`src/rtl/uart_cmd_assembler_if.sv`:
```
// Handshake bundle between the UART RX/TX pair, cmd_proc and the command assembler.
// The assembler connects through the slave modport; its environment uses the master modport.
interface uart_cmd_assembler_if;
    logic        rx_rdy;
    logic [7:0]  rx_data;
    logic        clr_rx_rdy;
    logic [15:0] cmd;
    logic        cmd_rdy;
    logic        clr_cmd_rdy;
    logic        send_resp;
    logic [7:0]  resp;
    logic        tx_start;
    logic [7:0]  tx_data;
    logic        tx_done;
    logic        rx_overrun;
    logic        resp_drop;
    logic        timeout_err;

    modport slave (
        input  rx_rdy, rx_data, clr_cmd_rdy, send_resp, resp, tx_done,
        output clr_rx_rdy, cmd, cmd_rdy, tx_start, tx_data,
        output rx_overrun, resp_drop, timeout_err
    );

    modport master (
        output rx_rdy, rx_data, clr_cmd_rdy, send_resp, resp, tx_done,
        input  clr_rx_rdy, cmd, cmd_rdy, tx_start, tx_data,
        input  rx_overrun, resp_drop, timeout_err
    );
endinterface

```
`src/rtl/uart_cmd_assembler.sv`:
```
// Two-byte UART command assembler with inter-byte timeout, plus a response
// transmit path holding one active byte and a single-entry buffer.
module uart_cmd_assembler #(
    parameter logic [19:0] BYTE_TIMEOUT = 20'd500000
) (
    input  logic                   clk,
    input  logic                   rst,
    uart_cmd_assembler_if.slave    bus
);

    typedef enum logic [1:0] {
        WAIT_HIGH = 2'd0,
        WAIT_LOW  = 2'd1,
        CMD_HOLD  = 2'd2
    } rx_state_e;

    rx_state_e   rx_state_q, rx_state_d;
    logic [7:0]  high_q, high_d;
    logic [19:0] timer_q, timer_d;
    logic [15:0] cmd_q, cmd_d;
    logic        cmd_rdy_q, cmd_rdy_d;
    logic        clr_rx_rdy_q, clr_rx_rdy_d;
    logic        rx_overrun_q, rx_overrun_d;
    logic        timeout_err_q, timeout_err_d;

    logic        tx_busy_q, tx_busy_d;
    logic        buf_full_q, buf_full_d;
    logic [7:0]  buf_q, buf_d;
    logic [7:0]  tx_data_q, tx_data_d;
    logic        tx_start_q, tx_start_d;
    logic        resp_drop_q, resp_drop_d;

    // rx_rdy is still high during our clr_rx_rdy cycle, so it is masked there
    logic        rx_take_s;
    assign rx_take_s = bus.rx_rdy & ~clr_rx_rdy_q;

    // RX side: byte pairing, timeout supervision and cmd_proc handshake
    always_comb begin
        rx_state_d    = rx_state_q;
        high_d        = high_q;
        timer_d       = timer_q;
        cmd_d         = cmd_q;
        cmd_rdy_d     = cmd_rdy_q;
        clr_rx_rdy_d  = rx_take_s;
        rx_overrun_d  = 1'b0;
        timeout_err_d = 1'b0;
        case (rx_state_q)
            WAIT_HIGH: begin
                if (rx_take_s) begin
                    high_d     = bus.rx_data;
                    timer_d    = 20'd0;
                    rx_state_d = WAIT_LOW;
                end else begin
                    rx_state_d = WAIT_HIGH;
                end
            end
            WAIT_LOW: begin
                if (rx_take_s) begin
                    cmd_d      = {high_q, bus.rx_data};
                    cmd_rdy_d  = 1'b1;
                    timer_d    = 20'd0;
                    rx_state_d = CMD_HOLD;
                end else if (timer_q == (BYTE_TIMEOUT - 20'd1)) begin
                    // Lost low byte: drop the orphan high byte so the next pair realigns
                    timeout_err_d = 1'b1;
                    timer_d       = 20'd0;
                    rx_state_d    = WAIT_HIGH;
                end else begin
                    timer_d = timer_q + 20'd1;
                end
            end
            CMD_HOLD: begin
                if (bus.clr_cmd_rdy) begin
                    cmd_rdy_d = 1'b0;
                    if (rx_take_s) begin
                        high_d     = bus.rx_data;
                        timer_d    = 20'd0;
                        rx_state_d = WAIT_LOW;
                    end else begin
                        rx_state_d = WAIT_HIGH;
                    end
                end else if (rx_take_s) begin
                    rx_overrun_d = 1'b1;
                end else begin
                    rx_state_d = CMD_HOLD;
                end
            end
            default: begin
                rx_state_d = WAIT_HIGH;
                cmd_rdy_d  = 1'b0;
                timer_d    = 20'd0;
            end
        endcase
    end

    // TX side: active byte plus one buffered response
    always_comb begin
        tx_busy_d   = tx_busy_q;
        buf_full_d  = buf_full_q;
        buf_d       = buf_q;
        tx_data_d   = tx_data_q;
        tx_start_d  = 1'b0;
        resp_drop_d = 1'b0;
        if (tx_busy_q) begin
            if (bus.tx_done) begin
                if (buf_full_q) begin
                    tx_data_d  = buf_q;
                    tx_start_d = 1'b1;
                    // The buffer frees this cycle, so a concurrent request refills it
                    if (bus.send_resp) begin
                        buf_d      = bus.resp;
                        buf_full_d = 1'b1;
                    end else begin
                        buf_full_d = 1'b0;
                    end
                end else if (bus.send_resp) begin
                    tx_data_d  = bus.resp;
                    tx_start_d = 1'b1;
                end else begin
                    tx_busy_d = 1'b0;
                end
            end else if (bus.send_resp) begin
                if (buf_full_q) begin
                    resp_drop_d = 1'b1;
                end else begin
                    buf_d      = bus.resp;
                    buf_full_d = 1'b1;
                end
            end else begin
                tx_busy_d = 1'b1;
            end
        end else if (bus.send_resp) begin
            tx_data_d  = bus.resp;
            tx_start_d = 1'b1;
            tx_busy_d  = 1'b1;
        end else begin
            tx_busy_d = 1'b0;
        end
    end

    // State and output registers with synchronous reset
    always_ff @(posedge clk) begin
        if (rst) begin
            rx_state_q    <= WAIT_HIGH;
            high_q        <= 8'h00;
            timer_q       <= 20'd0;
            cmd_q         <= 16'h0000;
            cmd_rdy_q     <= 1'b0;
            clr_rx_rdy_q  <= 1'b0;
            rx_overrun_q  <= 1'b0;
            timeout_err_q <= 1'b0;
            tx_busy_q     <= 1'b0;
            buf_full_q    <= 1'b0;
            buf_q         <= 8'h00;
            tx_data_q     <= 8'h00;
            tx_start_q    <= 1'b0;
            resp_drop_q   <= 1'b0;
        end else begin
            rx_state_q    <= rx_state_d;
            high_q        <= high_d;
            timer_q       <= timer_d;
            cmd_q         <= cmd_d;
            cmd_rdy_q     <= cmd_rdy_d;
            clr_rx_rdy_q  <= clr_rx_rdy_d;
            rx_overrun_q  <= rx_overrun_d;
            timeout_err_q <= timeout_err_d;
            tx_busy_q     <= tx_busy_d;
            buf_full_q    <= buf_full_d;
            buf_q         <= buf_d;
            tx_data_q     <= tx_data_d;
            tx_start_q    <= tx_start_d;
            resp_drop_q   <= resp_drop_d;
        end
    end

    assign bus.clr_rx_rdy  = clr_rx_rdy_q;
    assign bus.cmd         = cmd_q;
    assign bus.cmd_rdy     = cmd_rdy_q;
    assign bus.tx_start    = tx_start_q;
    assign bus.tx_data     = tx_data_q;
    assign bus.rx_overrun  = rx_overrun_q;
    assign bus.resp_drop   = resp_drop_q;
    assign bus.timeout_err = timeout_err_q;

endmodule

```
`src/flat_wrapper.sv`:
```
// flat-port wrapper written by rule: the top's interface ports become plain ports
module uart_cmd_assembler_flat 
#(
    parameter logic [19:0] BYTE_TIMEOUT = 20'd500000
)
  (clk, rst, bus_rx_rdy, bus_rx_data, bus_clr_cmd_rdy, bus_send_resp, bus_resp, bus_tx_done, bus_clr_rx_rdy, bus_cmd, bus_cmd_rdy, bus_tx_start, bus_tx_data, bus_rx_overrun, bus_resp_drop, bus_timeout_err);
  uart_cmd_assembler_if bus_i ();
  input  logic clk;
  input  logic rst;
  input wire logic [$bits(bus_i.rx_rdy)-1:0] bus_rx_rdy;
  input wire logic [$bits(bus_i.rx_data)-1:0] bus_rx_data;
  input wire logic [$bits(bus_i.clr_cmd_rdy)-1:0] bus_clr_cmd_rdy;
  input wire logic [$bits(bus_i.send_resp)-1:0] bus_send_resp;
  input wire logic [$bits(bus_i.resp)-1:0] bus_resp;
  input wire logic [$bits(bus_i.tx_done)-1:0] bus_tx_done;
  output wire logic [$bits(bus_i.clr_rx_rdy)-1:0] bus_clr_rx_rdy;
  output wire logic [$bits(bus_i.cmd)-1:0] bus_cmd;
  output wire logic [$bits(bus_i.cmd_rdy)-1:0] bus_cmd_rdy;
  output wire logic [$bits(bus_i.tx_start)-1:0] bus_tx_start;
  output wire logic [$bits(bus_i.tx_data)-1:0] bus_tx_data;
  output wire logic [$bits(bus_i.rx_overrun)-1:0] bus_rx_overrun;
  output wire logic [$bits(bus_i.resp_drop)-1:0] bus_resp_drop;
  output wire logic [$bits(bus_i.timeout_err)-1:0] bus_timeout_err;
  assign bus_i.rx_rdy = bus_rx_rdy;
  assign bus_i.rx_data = bus_rx_data;
  assign bus_i.clr_cmd_rdy = bus_clr_cmd_rdy;
  assign bus_i.send_resp = bus_send_resp;
  assign bus_i.resp = bus_resp;
  assign bus_i.tx_done = bus_tx_done;
  assign bus_clr_rx_rdy = bus_i.clr_rx_rdy;
  assign bus_cmd = bus_i.cmd;
  assign bus_cmd_rdy = bus_i.cmd_rdy;
  assign bus_tx_start = bus_i.tx_start;
  assign bus_tx_data = bus_i.tx_data;
  assign bus_rx_overrun = bus_i.rx_overrun;
  assign bus_resp_drop = bus_i.resp_drop;
  assign bus_timeout_err = bus_i.timeout_err;
  uart_cmd_assembler #(.BYTE_TIMEOUT(BYTE_TIMEOUT)) u_core (.clk(clk), .rst(rst), .bus(bus_i));
endmodule
```
`config.mk`:
```
export PLATFORM = sky130hd
export DESIGN_NAME = uart_cmd_assembler_flat
export DESIGN_NICKNAME = d
export VERILOG_FILES = /design/src/rtl/uart_cmd_assembler_if.sv /design/src/rtl/uart_cmd_assembler.sv /design/src/flat_wrapper.sv
export SDC_FILE = /design/constraint.sdc
export NUM_CORES = 1
export LEC_CHECK = 0
export BUFFER_PORTS_ARGS = -buffer_cell sky130_fd_sc_hd__buf_2
export CORE_MARGIN = 2
export CORE_UTILIZATION = 40
export CTS_BUF_LIST = sky130_fd_sc_hd__clkbuf_16
export CTS_CLUSTER_SIZE = 10
export DETAILED_ROUTE_END_ITERATION = 8
export HOLD_SLACK_MARGIN = 0.03
export REMOVE_ABC_BUFFERS = 1
export SETUP_SLACK_MARGIN = 0.2
export SLEW_MARGIN = 20
export SYNTH_ARGS = -nofsm -noshare
export SYNTH_HDL_FRONTEND = slang
export SYNTH_SLANG_ARGS = --single-unit
```
`constraint.sdc`:
```
create_clock -name clk -period 1.8 [get_ports clk]
set_input_delay 0.27 -clock clk [delete_from_list [all_inputs] [get_ports clk]]
set_output_delay 0.27 -clock clk [all_outputs]
set_load 0.05 [all_outputs]
```
* Word level (Yosys, flattened, before mapping)
Index checks and enable logic that the tools add are counted.
** Word-level totals
- Register bits :: 70
- Bits of input ports :: 22
- Logic and storage cells :: 83
** Operators by class
- $add $sub $neg :: 1
- Eq/ne operators :: 11
- Multiplexer cells :: 38
- Bitwise gates (word level) :: 7
- Reductions and logical operators :: 12
** Operators by type and width (number)
- two-way mux 8 bit :: 11
- two-way mux 20 bit :: 4
- one-hot mux 20 bit (3 select lines) :: 1
- adder 20 x 1 -> 20 bit, second input constant :: 1
- == test 20 x 19 -> 1 bit, second input constant :: 1
- one-hot mux 8 bit (2 select lines) :: 1
- two-way mux 1 bit :: 15
- two-way mux 2 bit :: 4
- != test 2 bit, second input constant :: 4
- AND reduction 2 bit :: 4
- NOT 1 bit :: 6
- one-hot mux 2 bit (3 select lines) :: 1
- OR reduction 3 bit :: 2
- AND reduction 5 bit :: 1
- != test 2 x 1 -> 1 bit, second input constant :: 2
- nonzero test 2 bit :: 2
- OR reduction 4 bit :: 1
- != test 3 x 1 -> 1 bit, second input constant :: 1
- != test 3 bit, second input constant :: 1
- one-hot mux 1 bit (3 select lines) :: 1
- AND reduction 3 bit :: 1
- == test 2 x 1 -> 1 bit, second input constant :: 1
- == test 2 bit, second input constant :: 1
- logical NOT 2 bit :: 1
- bitwise AND 1 bit :: 1

* Logic depth before layout (Yosys ltp)
Gate-level depths: netlist of the first run.
- Depth in word-level cells :: 5
- Gate-level depth with buffers :: 8
- Gate-level depth less buffers :: 6

* Worst setup path before layout of the first run
Ideal clock, no wire load.
- Path type :: register to register
- Start :: register u_core.clr_rx_rdy_q, in the netlist u_core.bus.clr_rx_rdy
- End :: register u_core.timer_q[11]
- Library setup time :: 64 ps
- Arrival time :: 1880 ps
- Required time :: 1736 ps
- Setup slack :: -144 ps
- Cell stages (with the launch flop) :: 8
- Period minus slack after synthesis :: 1944 ps
- Path through :: dfxtp_1 > and2b_2 > or3_4 > a21o_1 > o21a_1 > buf_6 > buf_12 > nor2_1
** Between the ends
- Cells in the longest elaborated chain, start to end :: 5
** RTL lines
- start: declaration :: line uart_cmd_assembler.sv:22 : logic clr_rx_rdy_q, clr_rx_rdy_d;
- start signal: assignment :: line uart_cmd_assembler.sv:164 : clr_rx_rdy_q <= clr_rx_rdy_d;
- NOT 1 bit * :: line uart_cmd_assembler.sv:35 : assign rx_take_s = bus.rx_rdy & ~clr_rx_rdy_q;
- bitwise AND 1 bit * :: line uart_cmd_assembler.sv:35
- two-way mux 20 bit (2 in series)
- one-hot mux 20 bit (3 select lines) * :: line uart_cmd_assembler.sv:47 : case (rx_state_q)
- end signal: assignment :: line uart_cmd_assembler.sv:161 : timer_q <= timer_d;
- end: declaration :: line uart_cmd_assembler.sv:19 : logic [19:0] timer_q, timer_d;
Mark *: on every way between the ends. The rest lies on a longest branch, timed or not. The select of a mux whose other input is x is not followed.
A chain may end at the register's enable or synchronous reset.

* Worst setup path in the final report of the first run
- Start :: register u_core.timer_q[5]
- End :: register u_core.timer_q[15]
** Between the ends
- Cells in the longest elaborated chain, start to end :: 4
** RTL lines
- adder 20 x 1 -> 20 bit or == test 20 x 19 -> 1 bit (tied branches) :: line uart_cmd_assembler.sv:69, uart_cmd_assembler.sv:63
- two-way mux 20 bit * :: line uart_cmd_assembler.sv:63 : end else if (timer_q == (BYTE_TIMEOUT - 20'd1)) begin
- two-way mux 20 bit * :: line uart_cmd_assembler.sv:58 : if (rx_take_s) begin
- one-hot mux 20 bit (3 select lines) * :: line uart_cmd_assembler.sv:47
Mark *: on every way between the ends. The rest lies on a longest branch, timed or not.

==> flow_summary.ini, run 1 <==
[timing]
fin_crit_sh = 0.978
finalSetupViolations = 0
rsz0062_at_grt = yes
min_period_ns = 1.76
hold_viol_final = 0
finalMaxSlewViolations = 0
relSlewSlack = 0.690
setup_tns_ns = 0
worst_slack_ns = 0.0401
worst_clock_skew_ns = 0.00663
max_freq_mhz = 568
worstMarginPinSlew_ns = 0.465
finalHoldWorstSlack_ns = 0.200

[synth]
synth.most_common_cell = dfxtp_1
synthTopCellsByArea = dfxtp_1 (49%), nor2_1 (7.7%), nand2_1 (6.0%)
synth-seq-cells = 70
yosysTopAreaCell = dfxtp_1
synth_compound_area_frac = 0.0792
synth_simple_gate_area_frac = 0.285
ys_warn_count = 0
synth_common_cells = dfxtp_1 (70), nor2_1 (59), nand2_1 (46)
synth_adder_area_share = 0.00438
synthMuxAreaShare = 0.0560
async_flop_share = 0
synth_top_family_by_area = simple AND/OR/NAND/NOR gates
synth-main-ff-cell = dfxtp_1
syn_inst = 325
synth_xor_area_frac = 0.0551
synth_edf_count = 0
synth.distinct_cells = 46
mappedNetlistArea_sq_um = 2860
synth_area_per_cell_sq_um = 8.80
synth.top_cell.area_share = 0.490
ys_seq_area_frac = 0.490

[placement]
dpl.hpwl_um = 4090
io_buffers = 51
place_ws_ns = 0.0722
place_congestion = 0.797
placed_cells = 478

[route]
drcViolationCount = 0
num_vias = 2408
ant_nets = 0
wirelength_um = 6120
vias_per_cell = 4.86
drt-wirelength-per-cell_um = 12.4
drt_first_pass_iters = 5
drt-initial-drc-count = 106

[finish]
final_util = 0.536
finalNonFillerCells = 495
register_area_sq_um = 1410
syn_to_final_growth_pct = 28.8
antenna_cells = 0
n_fill_cell = 614
drive_above_1_share = 0.283
final_nets = 417
multi_input_area_sq_um = 1420

[critical_path]
cp.required_ns = 2.01
critPathMaxStageDelay_ns = 0.54
crit_fanout = 7
r2r_cells = 6
path_class = register to register
slowest_stage = or4_4
path_cells = or4_4 -> nor4_4 -> a21o_1 -> o21a_1 -> buf_6 -> nor2_2
worstPathArrival_ns = 1.97
rr_startpoint = u_core.timer_q[5]
critPathCaptureType = register
reg2reg_slack_ns = 0.04
worstSetupStartpointType = register
reg2reg_to = u_core.timer_q[15]

[grt]
antenna_found_initial = 0
grt_first_pass_wirelength_um = 10100
grt_usage = 0.169
grt_max_degree = 48
grt_pass1_vias = 2197
overflow = 0

[min_path]
worstHoldPathType = input port to register
worstHoldStart = bus_resp[6]
hold_path_end = u_core.bus.tx_data[6]
hold_path_depth = 3

[clocking]
numCtsBuffers = 9
root_buffer = clkbuf_16
insertion_delay_ns = 0.32
htree_levels = 3
clockBufferDepth = 2
cts.sinks = 70
path_clk_slew_ns = 0.06
cts_tree = yes

[floorplanning]
die-height_um = 88.5
start_util = 0.416
pin_count = 52
die_area_sq_um = 7840
die_x_um = 88.5
fp-row-count = 30
coreArea_sq_um = 6870

[flow_run]
drv_cap = 0

[power]
vdd_drop_max_mv = 0.768
power_density_nw_per_um2 = 1060
power.leakage_nw = 1.47

[run_status]
status = finished clean
==> registers in the layout, summed over array words and instances (netlist names) <==
name and count:
u_core.bus.resp_drop 1, u_core.bus.clr_rx_rdy 1, u_core.bus.tx_start 1, u_core.high_q 8
u_core.tx_busy_q 1, u_core.bus.cmd_rdy 1, u_core.timer_q 20, u_core.bus.timeout_err 1
u_core.buf_full_q 1, u_core.bus.cmd 16, u_core.rx_state_q 2, u_core.buf_q 8
u_core.bus.tx_data 8, u_core.bus.rx_overrun 1
==> power by group <==
part           internal [mW]  total (mW)  switching (mW)
Clock                   1.20        1.83           0.628
Sequential              1.61        1.65          0.0365
Combinational          0.135       0.408           0.273
==> layout by cell type (no fill, tap or decap), drive strengths merged, types with 4 or more instances in the layout <==
cell type,n
a21oi,26
buf,71
clkbuf,9
dfxtp,70
mux2i,16
nand2,46
nand2b,4
nand3,7
nand4,4
nor2,60
nor2b,9
nor3,6
nor4,7
nor4b,5
o22ai,9
xnor2,16
==> worst max path at each step <==
stage	endpoint	cells after the start	slack [ns]	startpoint
floorplan	u_core.timer_q[6]	5	-0.36	u_core.bus.clr_rx_rdy
global placement	u_core.timer_q[7]	6	0.10	u_core.timer_q[6]
detailed placement	u_core.timer_q[13]	6	0.07	u_core.timer_q[6]
CTS	u_core.timer_q[13]	6	0.07	u_core.timer_q[9]
global route	u_core.timer_q[15]	6	-0.02	u_core.timer_q[5]
finish	u_core.timer_q[15]	6	0.04	u_core.timer_q[5]
==> through the flow <==
| step | total power [mW] | area [sq um] |
|---|---|---|
| finish | 3.89 | 3680 |
| global route | 4.05 | 3680 |
| CTS | 3.92 | 3650 |
| detailed placement | 2.08 | 3300 |
| global placement | 2.07 | 3300 |
| floorplan | 1.93 | 2780 |
==> cell type report <==
| class | count | area share |
|---|---|---|
| clock buffer | 9 | 0.0612 |
| multi-input combinational | 241 | 0.387 |
| inverter | 1 | 0.00102 |
| timing repair buffer | 71 | 0.112 |
| sequential | 70 | 0.382 |
| tap | 96 | 0.0326 |
| clock inverter | 7 | 0.0245 |
==> per-layer routing <==
metal	vias up	GRT usage	routed length (um)
met2	58	0.260	2800
met4	0	0.0592	61
met1	1094	0.215	2940
li1	1248	-	-
met5	-	0	0
met3	8	0.0700	326
==> critical path, delay by kind of cell, from the launching register on <==
kind | cells | cell delay (ns)
flip-flops | 1 | 0.32
AND/OR/NAND/NOR | 3 | 0.81
buffers and inverters | 1 | 0.17
AO/OA/AOI/OAI | 2 | 0.35
==> kinds of logic (layout without fill, tap and decap cells) <==
| family | count (synthesis) | count (layout) |
|---|---|---|
| flops | 70 | 70 |
| fa+ha+maj | 1 | 1 |
| buf+inv | 14 | 88 |
| mux | 16 | 16 |
| compound gates | 40 | 40 |
| simple gates | 166 | 166 |
| xor+xnor | 18 | 18 |
==> repair_timing <==
action / CTS / global route
setup buffers: 1 / 0
setup endpoints to repair: 20 / 21
pin swaps: 5 / 4
resized for setup: 8 / 11
hold buffers: 0 / 0
gates cloned: 0 / 0
Note: power is estimated with default switching activity, not from simulation.
==> run 2, diff against run 1 <==
--- a/config.mk
+++ b/config.mk
@@ -6,6 +6,7 @@
 export NUM_CORES = 1
 export LEC_CHECK = 0
 export BUFFER_PORTS_ARGS = -buffer_cell sky130_fd_sc_hd__buf_2
+export CORE_ASPECT_RATIO = 1.2
 export CORE_MARGIN = 2
 export CORE_UTILIZATION = 40
 export CTS_BUF_LIST = sky130_fd_sc_hd__clkbuf_16
==> flow_summary.ini, run 2 (synthesis results as in run 1) <==
[finish]
n_fill_cell = 642
top_register = u_core.timer_q
largest_register_ffs = 20
fin_area_sq_um = 3730
syn_to_final_growth_pct = 30.3
finalNonFillerCells = 487
mostFrequentLayoutCell = dfxtp_1
final_util = 0.540
register_area_sq_um = 1410
antenna_cells = 0
multi_input_area_sq_um = 1440
layout_common_cells = dfxtp_1 (67), nor2_1 (59), buf_2 (51), nand2_1 (46), a21oi_1 (25)
drive_above_1_share = 0.278
final_nets = 418

[timing]
finalSetupViolations = 0
finalMaxSlewViolations = 0
finalHoldWorstSlack_ns = 0.174
hold_viol_final = 0
worst_slack_ns = 0.0921
setup_tns_ns = 0
rsz0062_at_grt = yes
min_period_ns = 1.71
fin_crit_sh = 0.949
worstMarginPinSlew_ns = 0.438
relSlewSlack = 0.707
worst_clock_skew_ns = 0.00688
max_freq_mhz = 586

[clocking]
root_buffer = clkbuf_16
numCtsBuffers = 9
cts_tree = yes
clockBufferDepth = 2
postCtsHoldBufs = 0
path_clk_slew_ns = 0.06
htree_levels = 3
insertion_delay_ns = 0.33
cts.sinks = 70

[route]
num_vias = 2416
drt-wirelength-per-cell_um = 13.4
wirelength_um = 6540
drt_first_pass_iters = 4
ant_nets = 0
drt-initial-drc-count = 84
drcViolationCount = 0
vias_per_cell = 4.96

[critical_path]
worstSetupStartpointType = register
startpoint = u_core.timer_q[7]
rr_startpoint = u_core.timer_q[7]
cp.required_ns = 2.02
worstPathArrival_ns = 1.93
crit_fanout = 10
path_class = register to register
critPathCaptureType = register

[floorplanning]
coreArea_sq_um = 6900
fp-row-count = 33
die-height_um = 96.6
start_util = 0.415
die_area_sq_um = 7840
pin_count = 52
die_x_um = 81.2

[power]
power.leakage_nw = 1.50
vdd_drop_max_mv = 0.718
power_density_nw_per_um2 = 1070
finalPower_mw = 4.00

[placement]
placed_cell_area_sq_um = 3300
io_buffers = 51
dpl.hpwl_um = 4250
place_congestion = 0.841
place_ws_ns = 0.0481
placed_cells = 469

[min_path]
worstHoldStart = bus_resp[6]
worstHoldPathType = input port to register

[grt]
grt_first_pass_wirelength_um = 10800
grt_usage = 0.178
grt_max_degree = 27
grt_pass1_vias = 2356
overflow = 0
antenna_found_initial = 0

[run_status]
status = finished clean

[flow_run]
drv_cap = 0
==> run 2: cell types whose count changed in the layout (fill, tap and decap cells not counted), moves of 2 or more <==
cell	change
nor2_1	+6
nor2_2	-6
inv_6	+3
buf_6	-2
clkinv_2	-2
==> run 2: per-layer routing <==
layer  vias up  wire (um)  track usage
li1       1249          -            -
met1      1115       2920        0.215
met2        39       3230        0.289
met3        13        233       0.0420
met4         0        161       0.0913
met5         -          0            0
==> run 2: critical path: stages, from the launching register on <==
cell,delay (ns)
dfxtp_2,0.34
or4b_4,0.52
nor4_4,0.20
a21o_1,0.18
o21a_4,0.17
buf_12,0.13
nor2_1,0.05
==> run 2: final cells by class <==
type	count	share of cell area
clock buffer	9	0.0604
clock inverter	7	0.0275
inverter	1	0.00101
multi-input combinational	241	0.385
sequential	70	0.377
tap	87	0.0292
timing repair buffer	72	0.120
==> run 2: final timing paths <==
path,slack [ns],to,cells after the start
min,0.17,u_core.bus.tx_data[6],3
max reg2reg,0.09,u_core.timer_q[19],6
min reg2reg,0.45,u_core.bus.cmd[2],2
max,0.09,u_core.timer_q[19],6
==> run 2: timing repair <==
| item | in CTS | in global routing |
|---|---|---|
| gates cloned | 1 | 0 |
| pin swaps | 4 | 2 |
| buffers inserted | 1 | 0 |
| gates resized for setup | 6 | 10 |
| endpoints found under the setup margin | 20 | 24 |
==> run 2: power breakdown <==
part           switching (mW)  total, mW  leakage (nW)  internal, mW
combinational           0.279      0.428         0.768         0.149
sequential             0.0338       1.64         0.571          1.61
clock                   0.703       1.93         0.157          1.23
==> run 3, diff against run 2 <==
--- a/config.mk
+++ b/config.mk
@@ -8,11 +8,13 @@
 export BUFFER_PORTS_ARGS = -buffer_cell sky130_fd_sc_hd__buf_2
 export CORE_ASPECT_RATIO = 1.2
 export CORE_MARGIN = 2
-export CORE_UTILIZATION = 40
+export CORE_UTILIZATION = 49
 export CTS_BUF_LIST = sky130_fd_sc_hd__clkbuf_16
 export CTS_CLUSTER_SIZE = 10
 export DETAILED_ROUTE_END_ITERATION = 8
 export HOLD_SLACK_MARGIN = 0.03
+export MAX_ROUTING_LAYER = met4
+export PLACE_DENSITY = 0.74
 export REMOVE_ABC_BUFFERS = 1
 export SETUP_SLACK_MARGIN = 0.2
 export SLEW_MARGIN = 20
==> flow_summary.ini, run 3 (synthesis results as in run 1) <==
[route]
wirelength_um = 6460
vias_per_cell = 5.44
drt-initial-drc-count = 213
ant_nets = 0
drcViolationCount = 0
drt-wirelength-per-cell_um = 13.9
drt_first_pass_iters = 5
num_vias = 2533

[finish]
n_fill_cell = 450
largest_register_ffs = 20
top_register = u_core.timer_q
syn_to_final_growth_pct = 29.0
drive_above_1_share = 0.299
fin_area_sq_um = 3690
layout_common_cells = dfxtp_1 (67), nor2_1 (55), buf_2 (51), nand2_1 (45), a21oi_1 (25)
antenna_cells = 0
mostFrequentLayoutCell = dfxtp_1
final_util = 0.655
final_nets = 420

[critical_path]
path_class = register to register
worstSetupStartpointType = register
worstPathArrival_ns = 2.01
path_cells = or4b_4 -> nor4_2 -> a21o_1 -> o21a_4 -> clkbuf_16 -> nor2_1
cp.required_ns = 2.02
crit_fanout = 9
rr_startpoint = u_core.timer_q[6]
critPathCaptureType = register
reg2reg_slack_ns = 0.004
slowest_stage = or4b_4
reg2reg_to = u_core.timer_q[17]
r2r_cells = 6
critPathMaxStageDelay_ns = 0.53

[timing]
min_period_ns = 1.80
finalSetupViolations = 0
finalMaxSlewViolations = 0
fin_crit_sh = 0.998
rsz0062_at_grt = yes
worstMarginPinSlew_ns = 0.420
worst_slack_ns = 0.00447
max_freq_mhz = 557
setup_tns_ns = 0
hold_viol_final = 0
relSlewSlack = 0.716
worst_clock_skew_ns = 0.00494
finalHoldWorstSlack_ns = 0.186

[clocking]
root_buffer = clkbuf_16
path_clk_slew_ns = 0.06
htree_levels = 3
clockBufferDepth = 2
insertion_delay_ns = 0.32
cts.sinks = 70
cts_tree = yes
numCtsBuffers = 9

[placement]
dpl.hpwl_um = 4130
place_congestion = 0.846
place_ws_ns = 0.0288
io_buffers = 51
placed_cell_area_sq_um = 3280

[grt]
antenna_found_initial = 0
grt_max_degree = 29
grt_first_pass_wirelength_um = 10800
grt_usage = 0.220
grt_pass1_vias = 2315
overflow = 0

[power]
power.leakage_nw = 1.49
power_density_nw_per_um2 = 1020
vdd_drop_max_mv = 0.760

[floorplanning]
fp-row-count = 30
pin_count = 52
die_area_sq_um = 6460
coreArea_sq_um = 5630
start_util = 0.508
die_x_um = 73.7
die-height_um = 87.7

[flow_run]
drv_cap = 0

[min_path]
worstHoldStart = bus_resp[5]
hold_path_end = u_core.bus.tx_data[5]
worstHoldPathType = input port to register
hold_path_depth = 3

[run_status]
status = finished clean
## run 3: per-layer routing
layer  wire, um  global-route usage
met1       2870               0.276
met4        131               0.117
met2       3200               0.337
met5          0                   -
met3        266              0.0380
## run 3: worst max-delay path by stage
| stage | from | depth (start not counted) | endpoint |
|---|---|---|---|
| 2_1_floorplan | u_core.bus.clr_rx_rdy | 5 | u_core.timer_q[6] |
| 3_3_place_gp | u_core.timer_q[7] | 6 | u_core.timer_q[17] |
| 3_5_place_dp | u_core.timer_q[7] | 6 | u_core.timer_q[8] |
| 4_1_cts | u_core.timer_q[6] | 6 | u_core.timer_q[8] |
| 5_1_grt | u_core.timer_q[6] | 6 | u_core.timer_q[6] |
| 6_report | u_core.timer_q[6] | 6 | u_core.timer_q[17] |
## run 3: critical path, delay by kind of cell, from the launching register on
kind | cells | cell delay, ns
buf+inv | 1 | 0.16
flops | 1 | 0.32
compound gates | 2 | 0.40
simple gates | 3 | 0.80
## run 3: layout make-up
type | count | area [sq um] | share of cell area
Clock buffer | 9 | 225 | 0.0611
Clock inverter | 7 | 65.1 | 0.0176
Inverter | 1 | 3.75 | 0.00102
Multi-Input combinational cell | 241 | 1450 | 0.393
Sequential cell | 70 | 1410 | 0.381
Tap cell | 64 | 80.1 | 0.0217
Timing Repair Buffer | 74 | 458 | 0.124
## run 3: timing repair
| item | in CTS | in global routing |
|---|---|---|
| endpoints found under the setup margin | 20 | 21 |
| pin swaps | 2 | 1 |
| setup buffers | 2 | 0 |
| hold buffers | 0 | 0 |
| resized for setup | 5 | 15 |
| gates cloned | 0 | 1 |
## run 3: metrics by stage
step / power (mW) / std cells
after floorplan: 1.93 / 312
after global placement: 2.08 / 447
after detailed placement: 2.08 / 447
after CTS: 3.78 / 465
after global routing: 3.91 / 466
final: 3.78 / 466
## run 3: power by group
part,internal (mW),switching [mW]
clock network,1.06,0.638
registers,1.61,0.0359
logic,0.151,0.282
